===== config.mk =====
export PLATFORM = sky130hd
export DESIGN_NAME = sevenseg_scan8_flat
export DESIGN_NICKNAME = d
export VERILOG_FILES = /design/src/rtl/sevenseg_pkg.sv /design/src/rtl/sevenseg_scan8_if.sv /design/src/rtl/sevenseg_dec.sv /design/src/rtl/sevenseg_scan8.sv /design/src/flat_wrapper.sv
export SDC_FILE = /design/constraint.sdc
export NUM_CORES = 1
export LEC_CHECK = 0
export BUFFER_PORTS_ARGS = -buffer_cell sky130_fd_sc_hd__buf_2
export CAP_MARGIN = 20
export CORE_ASPECT_RATIO = 1.4
export CORE_MARGIN = 1.5
export CORE_UTILIZATION = 46
export CTS_CLUSTER_DIAMETER = 200
export DETAILED_ROUTE_END_ITERATION = 6
export GPL_ROUTABILITY_DRIVEN = 0
export PLACE_DENSITY_LB_ADDON = 0.05
export SLEW_MARGIN = 20
export SYNTH_ARGS = -nofsm -noshare
export SYNTH_HDL_FRONTEND = slang
export SYNTH_SLANG_ARGS = --single-unit

===== constraint.sdc =====
create_clock -name clk -period 2.8 [get_ports clk]
set_input_delay 0.56 -clock clk [delete_from_list [all_inputs] [get_ports clk]]
set_output_delay 0.56 -clock clk [all_outputs]
set_load 0.02 [all_outputs]

===== src/rtl/sevenseg_pkg.sv =====
// Shared types and constants for the 8-digit seven-segment scanner.
package sevenseg_pkg;

    typedef logic [6:0] seg_pat_t;

    localparam seg_pat_t SEG_OFF = 7'h7F;
    localparam logic [7:0] AN_OFF = 8'hFF;

    // Active-low {g,f,e,d,c,b,a} patterns for 0-9 and A,b,C,d,E,F.
    localparam seg_pat_t SEG_LUT [16] = '{
        7'h40, 7'h79, 7'h24, 7'h30, 7'h19, 7'h12, 7'h02, 7'h78,
        7'h00, 7'h10, 7'h08, 7'h03, 7'h46, 7'h21, 7'h06, 7'h0E
    };

endpackage


===== src/rtl/sevenseg_scan8_if.sv =====
// Digit data and scan strobe in, active-low display drive out.
interface sevenseg_scan8_if;
    logic        enb;
    logic [31:0] digits;
    logic [7:0]  dp;
    logic [7:0]  blank;
    logic [6:0]  segs_n;
    logic        dp_n;
    logic [7:0]  an_n;

    modport master (output enb, digits, dp, blank, input segs_n, dp_n, an_n);
    modport slave  (input enb, digits, dp, blank, output segs_n, dp_n, an_n);
endinterface


===== src/rtl/sevenseg_dec.sv =====
// Combinational 4-bit code to active-low segment pattern.
module sevenseg_dec
    import sevenseg_pkg::*;
(
    input  logic [3:0] code,
    output seg_pat_t   seg
);
    assign seg = SEG_LUT[code];
endmodule


===== src/rtl/sevenseg_scan8.sv =====
// 8-digit multiplexed seven-segment driver with anti-ghost guard interval.
// Define SSEG_LZB_EN to enable leading-zero blanking.
module sevenseg_scan8
    import sevenseg_pkg::*;
#(
    parameter int GUARD_CYC = 4
) (
    input  logic             clk,
    input  logic             rst,
    sevenseg_scan8_if.slave  bus
);

    logic [2:0] idx_q, idx_d;
    logic [7:0] gcnt_q, gcnt_d;
    seg_pat_t   segs_n_q, segs_n_d;
    logic       dp_n_q, dp_n_d;
    logic [7:0] an_n_q, an_n_d;

    logic [3:0] code_sel;
    seg_pat_t   seg_pat;
    logic [7:0] lz_blank;
    logic       dark;

    always_comb begin
        idx_d  = idx_q;
        gcnt_d = gcnt_q;
        if (bus.enb) begin
            idx_d  = idx_q + 3'd1;
            gcnt_d = 8'(GUARD_CYC);
        end else if (gcnt_q != 8'd0) begin
            gcnt_d = gcnt_q - 8'd1;
        end
    end

    // Decode off the post-update index so outputs match the state at the same edge.
    assign code_sel = bus.digits[{idx_d, 2'b00} +: 4];

    sevenseg_dec u_dec (
        .code (code_sel),
        .seg  (seg_pat)
    );

`ifdef SSEG_LZB_EN
    // A zero run from the top digit downward; a lit dp ends the run.
    always_comb begin
        logic zero_run;
        zero_run = 1'b1;
        lz_blank = '0;
        for (int i = 7; i >= 1; i--) begin
            zero_run    = zero_run & (bus.digits[4*i +: 4] == 4'd0) & ~bus.dp[i];
            lz_blank[i] = zero_run;
        end
    end
`else
    assign lz_blank = '0;
`endif

    assign dark = bus.blank[idx_d] | lz_blank[idx_d];

    always_comb begin
        segs_n_d = SEG_OFF;
        dp_n_d   = 1'b1;
        an_n_d   = AN_OFF;
        if (gcnt_d == 8'd0) begin
            an_n_d = ~(8'd1 << idx_d);
            if (!dark) begin
                segs_n_d = seg_pat;
                dp_n_d   = ~bus.dp[idx_d];
            end
        end
    end

    always_ff @(posedge clk or posedge rst) begin
        if (rst) begin
            idx_q    <= 3'd0;
            gcnt_q   <= 8'd0;
            segs_n_q <= SEG_OFF;
            dp_n_q   <= 1'b1;
            an_n_q   <= AN_OFF;
        end else begin
            idx_q    <= idx_d;
            gcnt_q   <= gcnt_d;
            segs_n_q <= segs_n_d;
            dp_n_q   <= dp_n_d;
            an_n_q   <= an_n_d;
        end
    end

    assign bus.segs_n = segs_n_q;
    assign bus.dp_n   = dp_n_q;
    assign bus.an_n   = an_n_q;

endmodule

===== src/flat_wrapper.sv =====
// flat-port wrapper written by rule: the top's interface ports become plain ports
module sevenseg_scan8_flat import sevenseg_pkg::*;
#(
    parameter int GUARD_CYC = 4
)
  (clk, rst, bus_enb, bus_digits, bus_dp, bus_blank, bus_segs_n, bus_dp_n, bus_an_n);
  sevenseg_scan8_if bus_i ();
  input  logic clk;
  input  logic rst;
  input wire logic [$bits(bus_i.enb)-1:0] bus_enb;
  input wire logic [$bits(bus_i.digits)-1:0] bus_digits;
  input wire logic [$bits(bus_i.dp)-1:0] bus_dp;
  input wire logic [$bits(bus_i.blank)-1:0] bus_blank;
  output wire logic [$bits(bus_i.segs_n)-1:0] bus_segs_n;
  output wire logic [$bits(bus_i.dp_n)-1:0] bus_dp_n;
  output wire logic [$bits(bus_i.an_n)-1:0] bus_an_n;
  assign bus_i.enb = bus_enb;
  assign bus_i.digits = bus_digits;
  assign bus_i.dp = bus_dp;
  assign bus_i.blank = bus_blank;
  assign bus_segs_n = bus_i.segs_n;
  assign bus_dp_n = bus_i.dp_n;
  assign bus_an_n = bus_i.an_n;
  sevenseg_scan8 #(.GUARD_CYC(GUARD_CYC)) u_core (.clk(clk), .rst(rst), .bus(bus_i));
endmodule

Word level (Yosys, flattened, before mapping):

Memories as Yosys holds them, arrays and structs flattened.
Cells that the tools add are included.

* add/subtract/negate cells: 2
* mux-type cells: 15
* order comparisons: 2
* bitwise operators: 4
* reduce and logical (&&, ||, !) cells: 2
* shifts and indexed selects: 2

Operators with widths (number)
* 32-bit by 6-bit variable part select with 4-bit output: 1
* 7-bit 2-to-1 mux: 4
* 8-bit 2-to-1 mux: 3
* 8-bit zero test: 1
* 8-bit inverter: 1
* 8-bit nonzero test: 1
* 1-bit by 3-bit left shift with 8-bit output (first input constant): 1
* 8-bit by 1-bit subtractor with 8-bit output (second input constant): 1
* 1-bit binary-select mux with 3-bit select: 2
* 5-bit greater-or-equal comparator (second input constant): 1
* 1-bit 2-to-1 mux: 5
* 4-bit inverter with 5-bit output: 1
* 3-bit by 4-bit less-than comparator with 1-bit output (second input constant): 1
* 3-bit by 1-bit adder with 3-bit output (second input constant): 1
* 3-bit 2-to-1 mux: 1
* 1-bit inverter: 1
* 1-bit OR: 1

* logic and storage cells: 34
* register bits after elaboration: 27
* output and inout port bits: 16
* bits in read-only memories: 120
* memories: 2

Memory list
* (no name shown): words 16, bits a word 7, rd ports 1, clocked after memory_dff 0, write ports 0, RTL line sevenseg_dec.sv:8 `assign seg = SEG_LUT[code];`
* (no name shown): words 8, bits a word 1, rd ports 1, clocked after memory_dff 0, write ports 0, RTL line sevenseg_scan8.sv:58 `assign dark = bus.blank[idx_d] | lz_blank[idx_d];`

Logic depth before layout (Yosys ltp):

Gate-level depths: netlist (run 1).

* word-level depth: 9
* depth in mapped cells: 12
* depth with buffers taken out: 12

Hierarchy:

From an unflattened synthesis (run 1), not the netlist that was laid out.

* cells, all modules: 195
* area, all modules: 1964.4 um2

Modules (own cells, without submodules)
* sevenseg_scan8: seq. area each 695.7 um2, instances 1, area an instance 1689.1 um2, cells an instance 164
* sevenseg_dec: seq. area each 0.0 um2, instances 1, area an instance 275.3 um2, cells an instance 31

Worst setup path after synthesis (run 1):

No wires, ideal clock.

* path kind: reg2reg
* start point: reg u_core.idx_q[0]
* end point: reg u_core.segs_n_q[3] (netlist: u_core.bus.segs_n[3])
* path slack: 0.193 ns
* cell stages (with the launch flop): 11
* arrival: 2.535 ns
* library setup time: 0.072 ns
* buffers on the path: 1
* period minus slack after synthesis: 2.607 ns
* cells stage by stage: dfrtp_1 > ha_1 > buf_4 > nor3b_1 > or2_1 > a2111oi_0 > a22oi_1 > inv_1 > ha_1 > o211a_1 > o21ai_1

* word-level cells in the longest chain between the ends: 9
* elaborated cells between the ends (all ways): 14
* classes of those cells: add/sub (1); shift (1); mux (8); bitwise (2); memory (2)

Ends and longest elaborated chain
* from (decl): RTL line sevenseg_scan8.sv:13 `logic [2:0] idx_q, idx_d;`
* from (signal assigned): RTL line sevenseg_scan8.sv:81 `idx_q <= idx_d;`
* 3-bit by 1-bit adder with 3-bit output: RTL line sevenseg_scan8.sv:28 `idx_d = idx_q + 3'd1;`
* 3-bit 2-to-1 mux *: RTL line sevenseg_scan8.sv:27 `if (bus.enb) begin`
* 32-bit by 6-bit variable part select with 4-bit output: RTL line sevenseg_scan8.sv:36 `assign code_sel = bus.digits[{idx_d, 2'b00} +: 4];`
* 4-bit inverter with 5-bit output (not written as such): RTL line sevenseg_dec.sv:8
* memory read 16 x 7 bit
* 7-bit 2-to-1 mux (not written as such) (2 in series): RTL line sevenseg_dec.sv:8
* 7-bit 2-to-1 mux *: RTL line sevenseg_scan8.sv:66 `if (!dark) begin`
* 7-bit 2-to-1 mux *: RTL line sevenseg_scan8.sv:64 `if (gcnt_d == 8'd0) begin`
* net u_core.segs_n_d[3]: RTL line sevenseg_scan8.sv:15 `seg_pat_t segs_n_q, segs_n_d;`
* to (signal assigned): RTL line sevenseg_scan8.sv:83 `segs_n_q <= segs_n_d;`
* to (decl): RTL line sevenseg_scan8.sv:15

Mark *: on every way through the listed nets, which the timed path passes. The rest lies on a longest branch. The select of a mux whose other input is x is not followed.

Worst setup path in the final report (run 1):

* start point: reg u_core.idx_q[0]
* end point: reg u_core.segs_n_q[4] (netlist: u_core.bus.segs_n[4])

Same word-level chain as after synthesis.

==> out/summary.md, run 1 <==
The flip-flop and latch count after synthesis was 27; the total half-perimeter wirelength after legalization and detailed placement was 4610 µm. The number of clock buffers added by TritonCTS is 3. The post-CTS resize count was 0; the detailed-route wire length on metal 1 was 2320 µm.

The final hold violation count is 0. 67 I/O pins were placed. The root buffer cell chosen for the clock tree is sky130_fd_sc_hd__clkbuf_8. The largest incremental delay on the critical path is 0.45 ns. The final wirelength was 5540 µm.

Leaving out fill and tap cells, the most frequent cell in the layout is sky130_fd_sc_hd__buf_2. The via count of the first global-routing pass is 1,942, and the number of DRC violations after detailed-routing iteration 0 is 71. The met2 routed wirelength was 2870 µm. Once the floorplan was initialized, standard cells occupied 47.4% of the core. The worst-margin pin slew came out at 0.724 ns. The overall fraction of global-route tracks in use is 22.7%.

For the leakage dissipation, the log shows 1.24 nW. In this run the remaining antenna-violating nets after routing total 0. The detailed-route vias per instance is 5.42, and the number of nets produced by synthesis is 281. The H-tree depth reported by CTS is 1, and the clock transition time at the flip-flop clock pins of the worst setup and hold paths is 0.09 ns. The worst setup path is captured at a flop.

The worst-skew pair later-pin latency is 0.28 ns, and the total via count after detailed routing is 2,007. STA puts the critical path data arrival time at 2.86 ns. The tools report the number of antenna violations at the first check in global routing as 0. The most numerous cell type found on the critical path is sky130_fd_sc_hd__ha_1. Minimum period implied by the final worst setup slack: 2.65 ns. The worst hold path belongs to the class in -> async. Yosys printed 0 warnings. The floorplan step defined a core boundary enclosing 0.00446 mm². The max-slew headroom at the worst pin came out at 51.7%. The area growth from synthesis to layout is 28.0%. The worst path buffer plus inverter count came out at 1. The cell area power density works out to 1200 mW/mm². On the critical path, the stage with the largest delay is an instance of sky130_fd_sc_hd__a2111oi_0. The worst voltage drop across the vdd grid was 0.000616 V.

The total chip power is 3.26 mW, and the pin count of the biggest net entering global routing is 25. Of the cells placed in the final design, the portion with a size suffix greater than 1 is 42.5%. The final setup TNS came out at 0 ns. The average detailed-routed wire length per instance was 15.0 µm.

The largest fanout of any net on the critical path was 4. The critical path goes through ha_1, nor3b_1, or2_1, a2111oi_0, a22oi_1, buf_4, ha_1, mux2_2, o211ai_1. The synthesized design contains 0 enable-type register cells.

After the last flow step, the layout net total stands at 368. For the number of hold-repair buffers added at the cts stage, the log shows 0. The tools report the type of element launching the critical path as a flop. Setup slack on the worst reg-to-reg path comes out at 0.15 ns. Share of flip-flops with an asynchronous set or reset: 100%.

The critical path is of the reg -> reg type. The instance count of the mapped netlist was 222; the count of pins over their slew limit was 0. The floorplan has 29 rows. After clock tree synthesis, the setup repair step added 0 buffers. TritonCTS built the clock tree. The width of the die came out at 60.3 µm. Sequential elements use 32.9% of the synthesized area. For the worst setup path, the data required time is 3.01 ns. The mean instance size in the synthesized netlist works out to 9.54 µm².

The top cell types in the final layout, fill and taps aside, are sky130_fd_sc_hd__buf_2, sky130_fd_sc_hd__buf_4, sky130_fd_sc_hd__nand2_1. The run finished with clean final reports. The worst register-to-register path ends at u_core.bus.segs_n[4]$_DFF_PP1_. The first-pass GRT wire length is 8770 µm. Setup violations remaining at the end of the flow were counted as 0.

The DRC violation count after routing is 0, and the remaining global-route overflow is 0. The run gives 253 µm as the sum of met3 wire segment lengths after detailed routing. The tools report the launching point of the worst reg2reg path as u_core.idx_q[0]$_DFF_PP0_.

The die is 83.3 µm tall. The max-capacitance violation count was 0. The worst register-to-register path has a depth of 9. The most used flip-flop cell after synthesis is sky130_fd_sc_hd__dfstp_2.

The total die area is 0.00502 mm². The number of antenna cells inserted is 0, and the total of fill cells in the finished design is 400. The number of distinct library cells after synthesis is 55, and the CTS sink count is 27.

Counting along the longest clock path gives a buffer depth of 2. Family with the most delay on the worst path: compound AO/OA/AOI/OAI gates. The pre-antenna-repair detailed-routing pass consisted of 4 iterations. Dividing the final minimum period by the clock period gives 94.8%.

The run gives 0.00212 mm² as the mapped cell area. Setup repair after global routing left no endpoint under its margin. The clock skew after layout is 0.00280 ns.

Top routing layer in use: met4. The port buffer count is 66, and the maximum clock frequency is 0.377 GHz.
## layer usage
metal  vias up  GRT usage (%)
met5         -              0
met4         0           7.07
met3         9           2.49
met2        70           39.8
met1       941           27.9
li1        987              -
## through the flow
step                cell area (µm²)  utilization, %  setup WS, ns  std cells  hold WS (ns)
floorplan                      2120               -         0.193        222         0.552
global placement               2660            59.7         0.192        366         0.593
detailed placement             2660            59.7        0.0672        366         0.601
CTS                            2710            60.7         0.127        370         0.419
global route                   2710            60.7        0.0281        370         0.455
finish                         2710            60.7         0.146        370         0.386
## flip-flops by register name, indices dropped and copies added (netlist names)
register,count
u_core.bus.an_n,8
u_core.bus.dp_n,1
u_core.bus.segs_n,7
u_core.gcnt_q,8
u_core.idx_q,3
## worst register-to-register path: cells and delay by family (launching register included)
| kind | cells | cell delay, ns |
|---|---|---|
| AND/OR/NAND/NOR | 2 | 0.34 |
| AO/OA/AOI/OAI | 3 | 0.86 |
| buffers and inverters | 1 | 0.19 |
| adder cells (fa/ha/maj) | 2 | 0.53 |
| multiplexers | 1 | 0.25 |
| flip-flops | 1 | 0.41 |
## how the worst max path moves through the flow
| stage | from | end | slack (ns) | cells past startpoint |
|---|---|---|---|---|
| 6_report | u_core.idx_q[0]$_DFF_PP0_ | u_core.bus.segs_n[4]$_DFF_PP1_ | 0.15 | 9 |
| 4_1_cts | u_core.idx_q[0]$_DFF_PP0_ | u_core.bus.segs_n[4]$_DFF_PP1_ | 0.13 | 9 |
| 3_5_place_dp | bus_enb | u_core.bus.segs_n[4]$_DFF_PP1_ | 0.07 | 9 |
| 5_1_grt | u_core.idx_q[0]$_DFF_PP0_ | u_core.bus.segs_n[4]$_DFF_PP1_ | 0.03 | 9 |
| 2_1_floorplan | u_core.idx_q[0]$_DFF_PP0_ | u_core.bus.segs_n[3]$_DFF_PP1_ | 0.19 | 10 |
| 3_3_place_gp | bus_enb | u_core.bus.segs_n[4]$_DFF_PP1_ | 0.19 | 9 |
## where the power goes
group	internal, mW	switching (mW)	total [mW]
logic	1.13	1.32	2.45
clock network	0.100	0.126	0.226
registers	0.491	0.0922	0.583
total	1.72	1.54	3.26
## final cells by class
| class | instances | area [µm²] | share of cell area, % |
|---|---|---|---|
| Sequential cell | 27 | 696 | 25.7 |
| Tap cell | 62 | 77.6 | 2.86 |
| Multi-Input combinational cell | 169 | 1300 | 48.1 |
| Clock inverter | 1 | 5.00 | 0.185 |
| Clock buffer | 3 | 41.3 | 1.52 |
| Timing Repair Buffer | 92 | 526 | 19.4 |
| Inverter | 16 | 60.1 | 2.22 |
## cell usage after synthesis, types with 2 or more instances
cell	instances	area [µm²]
sky130_fd_sc_hd__nand2_1	25	93.8
sky130_fd_sc_hd__nand3b_1	3	22.5
sky130_fd_sc_hd__nor3_2	2	20.0
sky130_fd_sc_hd__o21ai_0	5	25.0
sky130_fd_sc_hd__o211ai_1	2	15.0
sky130_fd_sc_hd__o22ai_1	6	37.5
sky130_fd_sc_hd__a221o_1	2	20.0
sky130_fd_sc_hd__and2_1	2	12.5
sky130_fd_sc_hd__mux4_2	5	113
sky130_fd_sc_hd__xnor2_1	6	52.6
sky130_fd_sc_hd__o221ai_1	5	43.8
sky130_fd_sc_hd__a21oi_1	4	20.0
sky130_fd_sc_hd__inv_1	15	56.3
sky130_fd_sc_hd__dfrtp_1	11	275
sky130_fd_sc_hd__nand3_1	5	25.0
sky130_fd_sc_hd__a211oi_1	4	30.0
sky130_fd_sc_hd__nor3_1	8	40.0
sky130_fd_sc_hd__clkbuf_1	2	7.51
sky130_fd_sc_hd__nand2b_1	4	25.0
sky130_fd_sc_hd__buf_2	4	20.0
sky130_fd_sc_hd__dfstp_2	16	420
sky130_fd_sc_hd__buf_4	4	30.0
sky130_fd_sc_hd__mux2_2	4	45.0
sky130_fd_sc_hd__ha_1	8	100
sky130_fd_sc_hd__o21ai_1	2	10.0
sky130_fd_sc_hd__nor2_1	14	52.6
sky130_fd_sc_hd__a22oi_1	2	15.0
sky130_fd_sc_hd__mux2i_1	22	220
sky130_fd_sc_hd__nor3b_1	2	15.0
sky130_fd_sc_hd__xor2_1	3	26.3
## kinds of logic (layout without fill, tap and decap cells)
logic type | count (synthesis) | count (layout) | synth area share (%)
AO/OA/AOI/OAI | 50 | 50 | 18.4
buffers and inverters | 26 | 112 | 5.56
flip-flops | 27 | 27 | 32.9
AND/OR/NAND/NOR | 70 | 70 | 16.1
adder cells (fa/ha/maj) | 8 | 8 | 4.73
multiplexers | 31 | 31 | 17.8
XOR/XNOR | 10 | 10 | 4.49
Note: power is estimated with default switching activity, not from simulation.
==> run 2: changes to the inputs <==
--- a/config.mk
+++ b/config.mk
@@ -10,3 +10,2 @@
 export CORE_ASPECT_RATIO = 1.4
-export CORE_MARGIN = 1.5
 export CORE_UTILIZATION = 46
--- a/constraint.sdc
+++ b/constraint.sdc
@@ -3,2 +3,2 @@
 set_output_delay 0.56 -clock clk [all_outputs]
-set_load 0.02 [all_outputs]
+set_load 0.01 [all_outputs]
==> run 2 against run 1 <==
Sequential power hardly changed. Count of clock-buffer cells in the layout stayed put. Clock skew is 0.0018 ns higher. Hold slack better by 0.022 ns. Clock power is 2% lower. Final cell count is 1.9% lower. Worst setup slack worse by 0.015 ns. Register-to-register slack hardly changed. Highest routed layer unchanged.
==> out/summary.md, run 2 (synthesized netlist as in run 1, its figures left out) <==
The flow ran to the end, and the final reports show no timing, DRC or antenna violations. Root buffer cell: sky130_fd_sc_hd__clkbuf_8. The analysis attributes to cell leakage a power of 1.21 nW. The worst setup path is captured at a flop. The floorplan step set the die height to 82.3 µm. Wires add up to 5320 µm. Dividing total power by cell area gives a power density of 1180 mW/mm². The minimum period implied by the final worst setup slack works out to 2.67 ns.

Along the worst path, the maximum fanout reaches 5. The remaining global-route overflow came out at 0. The logs give 1.50 mW for the net switching power of the design and 49.1% for the starting utilization of the core area. The part of the power in combinational logic is 74.6%.

The fraction of power consumed by the clock network came out at 7.0%. The worst voltage drop across the vdd grid was 0.000601 V. The path class of the tightest hold or removal check is in -> async.

In this run the remaining antenna-violating nets after routing total 0. Critical setup path kind: reg -> reg. After the last flow step, the layout net total stands at 363.

The count of placed standard cells including taps was 359; the area growth from synthesis to layout was 26.6%. For the count of pins over their slew limit, the log shows 0. During I/O placement, the number of pins put on the boundary was 67. In this run the deepest clock path goes through 2 buffers. The number of standard cells in the layout, taps in and fillers out was 363; the port buffer count was 66. After detailed routing, the number of vias per cell comes to 5.51. After clock tree synthesis, the clock-pin slew on the worst setup and hold paths is 0.09 ns. The total half-perimeter wirelength after legalization and detailed placement was 4380 µm.

The logs give 0.00488 mm² for the total die area and 0.27 ns for the worst-skew pair later-pin latency. Cells fill 62.2% of the core in the end. The worst path buffer plus inverter count works out to 1. On the critical path, the stage with the largest delay is an instance of sky130_fd_sc_hd__a2111oi_1.

For the pin with the worst max-slew slack, the measured transition is 0.767 ns. The switching share of total power works out to 47.3%. TritonCTS built the clock tree. The placeable core region came out at 0.00431 mm². Measured against its own limit, the worst slew margin works out to 48.8%. The clock skew after layout was 0.00458 ns. Broken down by cell family, the worst path's largest delay share belongs to compound AO/OA/AOI/OAI gates. The run gives 26 as the pin count of the biggest net entering global routing. Layout cell share with drive strength beyond 1: 42.2%. The number of CTS-inserted buffers is 3, and the worst path required time is 3.00 ns. The number of antenna violations at the first check in global routing is 0. Clock tree synthesis found a total of 27 sinks.

Summed over all failing endpoints, the final setup total negative slack is 0 ns. The tools report the maximum clock frequency as 0.375 GHz. The run gives 23.8% as the overall fraction of global-route tracks in use. Registers are responsible for 18.4% of the overall power. In the layout the commonest cells are sky130_fd_sc_hd__buf_2, sky130_fd_sc_hd__nand2_1, sky130_fd_sc_hd__mux2i_1. Walking the worst path, the cells encountered are ha_1, nor3b_1, or2_1, a2111oi_1, a22oi_2, buf_4, ha_1, mux2_2, o211ai_1.

STA puts the critical path data arrival time at 2.86 ns. The run gives 1,893 as the via count of the first global-routing pass. The first routing iteration left 101 violations. The tools report the number of antenna cells inserted as 0. Cell internal power was estimated by the tool at 1.67 mW. The largest incremental delay on the critical path is 0.48 ns, and the average detailed-routed wire length per instance is 14.6 µm. The detailed router placed 2,001 vias in this run. The most prevalent standard cell on the critical path was sky130_fd_sc_hd__ha_1.

The first-pass GRT wire length is 8830 µm. The worst hold margin came out at 0.409 ns. The cell row count was 28; the width of the die was 59.3 µm. Length of the first detailed-routing pass in iterations: 4. After detailed routing, the number of remaining DRC violations is 0. The H-tree depth reported by CTS is 1. Post-CTS timing repair inserted 0 buffers for setup. Leaving out fill and tap cells, the most frequent cell in the layout is sky130_fd_sc_hd__buf_2.

The type of element launching the critical path was a flop. The run gives 0 as the number of failing setup endpoints in the final timing report. Hold repair after CTS inserted 0 buffers. For the final hold violation count, the log shows 0.

The max-capacitance violation count is 0, and the part of the cycle the worst path needs is 95.3%.
run 2: worst paths after layout:
check                                           start                             end  slack (ns)  cells after the start
min                                               rst      u_core.gcnt_q[0]$_DFF_PP0_        0.41                      2
max                         u_core.idx_q[0]$_DFF_PP0_  u_core.bus.segs_n[4]$_DFF_PP1_        0.13                      9
min in group clk           u_core.gcnt_q[7]$_DFF_PP0_      u_core.gcnt_q[7]$_DFF_PP0_        0.62                      2
min reg2reg                u_core.gcnt_q[7]$_DFF_PP0_      u_core.gcnt_q[7]$_DFF_PP0_        0.62                      2
max in group asynchronous                         rst  u_core.bus.segs_n[6]$_DFF_PP1_        1.71                      3
max reg2reg                 u_core.idx_q[0]$_DFF_PP0_  u_core.bus.segs_n[4]$_DFF_PP1_        0.13                      9
run 2: power by group through the flow:
stage,logic (mW),clock network (mW),registers [mW]
after detailed placement,2.33,0,0.588
final,2.36,0.222,0.582
after global routing,2.62,0.244,0.598
after floorplan,1.72,0,0.571
after global placement,2.30,0,0.584
after CTS,2.34,0.227,0.582
run 2: per-stage QoR:
stage          worst slack [ns]  power (mW)  cell area [µm²]
6_report                  0.131        3.16             2680
3_5_place_dp             0.0211        2.91             2620
4_1_cts                  0.0763        3.15             2670
5_1_grt                 -0.0215        3.46             2680
2_1_floorplan             0.193        2.30             2120
3_3_place_gp             0.0958        2.89             2620
run 2: repair_timing:
action	4_1_cts	5_1_grt
endpoints found under the setup margin	0	5
hold endpoints to repair	0	0
resized for setup	0	3
run 2: worst reg2reg max path, cell delays in order, from the launching register on:
cell and delay, ns:
sky130_fd_sc_hd__dfrtp_1 0.39, sky130_fd_sc_hd__ha_1 0.36, sky130_fd_sc_hd__nor3b_1 0.08, sky130_fd_sc_hd__or2_1 0.28, sky130_fd_sc_hd__a2111oi_1 0.49, sky130_fd_sc_hd__a22oi_2 0.21
sky130_fd_sc_hd__buf_4 0.18, sky130_fd_sc_hd__ha_1 0.18, sky130_fd_sc_hd__mux2_2 0.25, sky130_fd_sc_hd__o211ai_1 0.17
run 2: metal layers:
metal	up-vias	part of all wire [%]	wire length, µm	global-route usage [%]
li1	978	-	-	-
met1	940	43	2280	30.9
met2	77	51	2710	41.5
met3	6	4.9	260	2.49
met4	0	1.3	68	6.67
met5	-	0	0	0
run 2: layout make-up:
cell class / count / area [µm²]
fillers: 424 / 1630
inverters: 16 / 60.1
repair buffers: 87 / 488
flip-flops and latches: 27 / 696
clock inverters: 1 / 5.00
clock buffers: 3 / 41.3
well taps: 60 / 75.1
multi-input cells: 169 / 1320
==> run 3: changes to the inputs <==
- PLACE_DENSITY_LB_ADDON: 0.05 -> 0.2
==> run 3 against run 2 <==
Sequential cell count did not move. First-iteration DRC count down 58%. Largest cell class unchanged. Via count fell by 1.5%. Non-clock buffer count decreased by 3. Count of clock-buffer cells in the layout unchanged. Hold slack got worse by 0.048 ns. Worst setup slack better by 0.14 ns.
==> out/summary.md, run 3 (synthesized netlist as in run 1, its figures left out) <==
The flow ran to the end, and the final reports show no timing, DRC or antenna violations. For this design the top-level I/O count stands at 67. The max-capacitance violation count is 0.

Most common cell after layout, fill and taps aside: sky130_fd_sc_hd__buf_2. Pin count of the biggest net entering global routing: 28. The count of cells in the finished layout, fillers not included, comes to 360.

In this run the register-to-register setup slack is 0.27 ns. The run gives 0 as the number of antenna cells inserted. TritonCTS built the clock tree. In this design, the stage delay of the slowest critical-path cell is 0.44 ns. The H-tree depth reported by CTS was 1.

The critical path goes through inv_1, ha_1, nor4b_1, a32oi_1, a311oi_1, o21ai_0, nor3_4, o221ai_1. Summed over all nets, the half-perimeter wirelength after detailed placement is 4130 µm. The worst setup path is captured at a flop. For the worst setup path, the data arrival time is 2.70 ns. In the final design database the tool counted 360 nets. Power spread over the standard cell area amounts to 1200 mW/mm². Net switching is 47.5% of the power.

After detailed routing, the average wire length per cell comes to 14.1 µm. The number of cells traversed by the worst register-to-register path was 8. The library cells used most frequently in the layout, excluding fill and tap cells, are sky130_fd_sc_hd__buf_2, sky130_fd_sc_hd__nand2_1, sky130_fd_sc_hd__mux2i_1.

Remaining global-route overflow: 0. Launching point of the worst reg2reg path: u_core.gcnt_q[0]$_DFF_PP0_. The port buffer count is 66.

The DRC violation count after routing is 0. Overall fraction of global-route tracks in use: 22.5%. In the routed layout, each cell is associated on average with a via count of 5.47.

After detailed placement, the total cell area comes to 0.00260 mm². The root buffer cell was sky130_fd_sc_hd__clkbuf_8. After clock tree synthesis, the clock-pin slew on the worst setup and hold paths is 0.09 ns. The fraction of power consumed by the clock network was 6.9%; the number of nets with antenna violations after routing was 0.

The finished cells cover 0.00267 mm². The cell with the largest stage delay on the worst path is sky130_fd_sc_hd__dfrtp_1. Setup violations remaining at the end of the flow were counted as 0. Combinational logic burns 74.8% of the power. The type of element launching the critical path is a flop. Cell internal power was estimated by the tool at 1.68 mW.

The final hold violation count was 0; the area growth from synthesis to layout was 26.1%. The worst voltage drop across the vdd grid came out at 0.000587 V. The critical setup path kind was reg -> reg. The logs give 49.1% for the starting utilization of the core area and 8320 µm for the first-pass GRT wire length. The first detailed-routing pass took 4 iterations. No sink is reached through more buffers than the 2 on the longest clock path. For the worst path required time, the log shows 2.96 ns.

Height of the die: 82.3 µm. The largest fanout of any net on the critical path was 8; the total via count after detailed routing was 1,970. The tools report the capturing instance or port of the critical path as u_core.bus.segs_n[2]$_DFF_PP1_.

Setup repair after global routing left no endpoint under its margin. Measured on the finished design, the core utilization comes to 61.9%. The placeable core region came out at 0.00431 mm². The tools report the startpoint of the most critical setup path as u_core.gcnt_q[0]$_DFF_PP0_. For the total of fill cells in the finished design, the log shows 400. The width of the die works out to 59.3 µm. Grouping stages by cell kind, the critical path spends the most delay in compound AO/OA/AOI/OAI gates. Cells with a size suffix above 1 make up 42.0% of the layout. Clock tree synthesis inserted a total of 3 buffers. The via count of the first global-routing pass was 1,859; the maximum clock frequency was 0.395 GHz. The detailed router finished its first iteration with 42 violations. For the final database, setup skew stands at 0.00468 ns. Cell row count: 28. In this run, placement finished with an instance count of 356.

Measured against its own limit, the worst slew margin works out to 41.0%. For the number of antenna violations at the first check in global routing, the log shows 0. The minimum period implied by the final worst setup slack is 2.53 ns, and the final wirelength is 5090 µm.

In this run the number of cells on the critical path is 8. The total die area came out at 0.00488 mm². The worst path buffer plus inverter count works out to 1.

The net switching power of the design was 1.52 mW. The path class of the tightest hold or removal check is in -> async. The critical register-to-register path endpoint was u_core.bus.segs_n[2]$_DFF_PP1_. The tree built by TritonCTS fans out to 27 sinks.

Count of pins over their slew limit: 0. At the pin with the least slew margin, the transition time is 0.880 ns. The share of total power dissipated in sequential elements is 18.3%.

The logs give 0.27 ns for the worst-skew pair later-pin latency and 1.20 nW for the leakage dissipation. The part of the cycle the worst path needs was 90.5%. Summed over all failing endpoints, the final setup total negative slack is 0 ns.
## run 3: final cells by class
cell class | count | area (µm²) | area share [%]
timing repair buffer | 84 | 465 | 17.4
sequential | 27 | 696 | 26.1
multi-input combinational | 169 | 1320 | 49.6
clock inverter | 1 | 7.51 | 0.281
inverter | 16 | 60.1 | 2.25
clock buffer | 3 | 41.3 | 1.55
tap | 60 | 75.1 | 2.81
## run 3: worst register-to-register path: cells and delay by family, from the launching register on
family,cells,cell delay [ns]
AOI/OAI and AO/OA,4,0.91
and+or+nand+nor,2,0.75
DFF,1,0.44
adders and majority gates,1,0.20
buffers and inverters,1,0.13
## run 3: through the flow
step | hold slack (ns) | setup WS [ns] | power (mW)
6_report | 0.361 | 0.267 | 3.20
5_1_grt | 0.433 | 0.0562 | 3.48
4_1_cts | 0.521 | 0.140 | 3.15
3_5_place_dp | 0.609 | 0.120 | 2.91
3_3_place_gp | 0.592 | 0.161 | 2.89
2_1_floorplan | 0.552 | 0.193 | 2.30
## run 3: metal layers
metal / wire length, µm / vias up / track usage (%)
li1: - / 969 / -
met1: 2150 / 934 / 26.4
met2: 2670 / 63 / 42.4
met3: 200 / 4 / 2.18
met4: 71 / 0 / 6.19
met5: 0 / - / 0
## run 3: repair_timing
action / CTS / global route
setup endpoints to repair: 0 / 5
resized for setup: 0 / 5
buffers inserted: 0 / 0
hold buffers: 0 / 0
## run 3: worst min path at each step
stage,startpoint,to,slack [ns],depth (start not counted)
floorplan,u_core.gcnt_q[7]$_DFF_PP0_,u_core.gcnt_q[7]$_DFF_PP0_,0.55,2
global placement,u_core.gcnt_q[7]$_DFF_PP0_,u_core.gcnt_q[7]$_DFF_PP0_,0.59,2
detailed placement,u_core.gcnt_q[7]$_DFF_PP0_,u_core.gcnt_q[7]$_DFF_PP0_,0.61,2
CTS,rst,u_core.idx_q[1]$_DFF_PP0_,0.52,2
global route,rst,u_core.gcnt_q[6]$_DFF_PP0_,0.43,2
finish,rst,u_core.gcnt_q[6]$_DFF_PP0_,0.36,2
## run 3: power by group through the flow
stage	Sequential [mW]	Combinational (mW)	Clock (mW)
floorplan	0.571	1.72	0
global placement	0.594	2.29	0
detailed placement	0.596	2.32	0
CTS	0.589	2.33	0.228
global route	0.600	2.64	0.238
finish	0.587	2.40	0.220
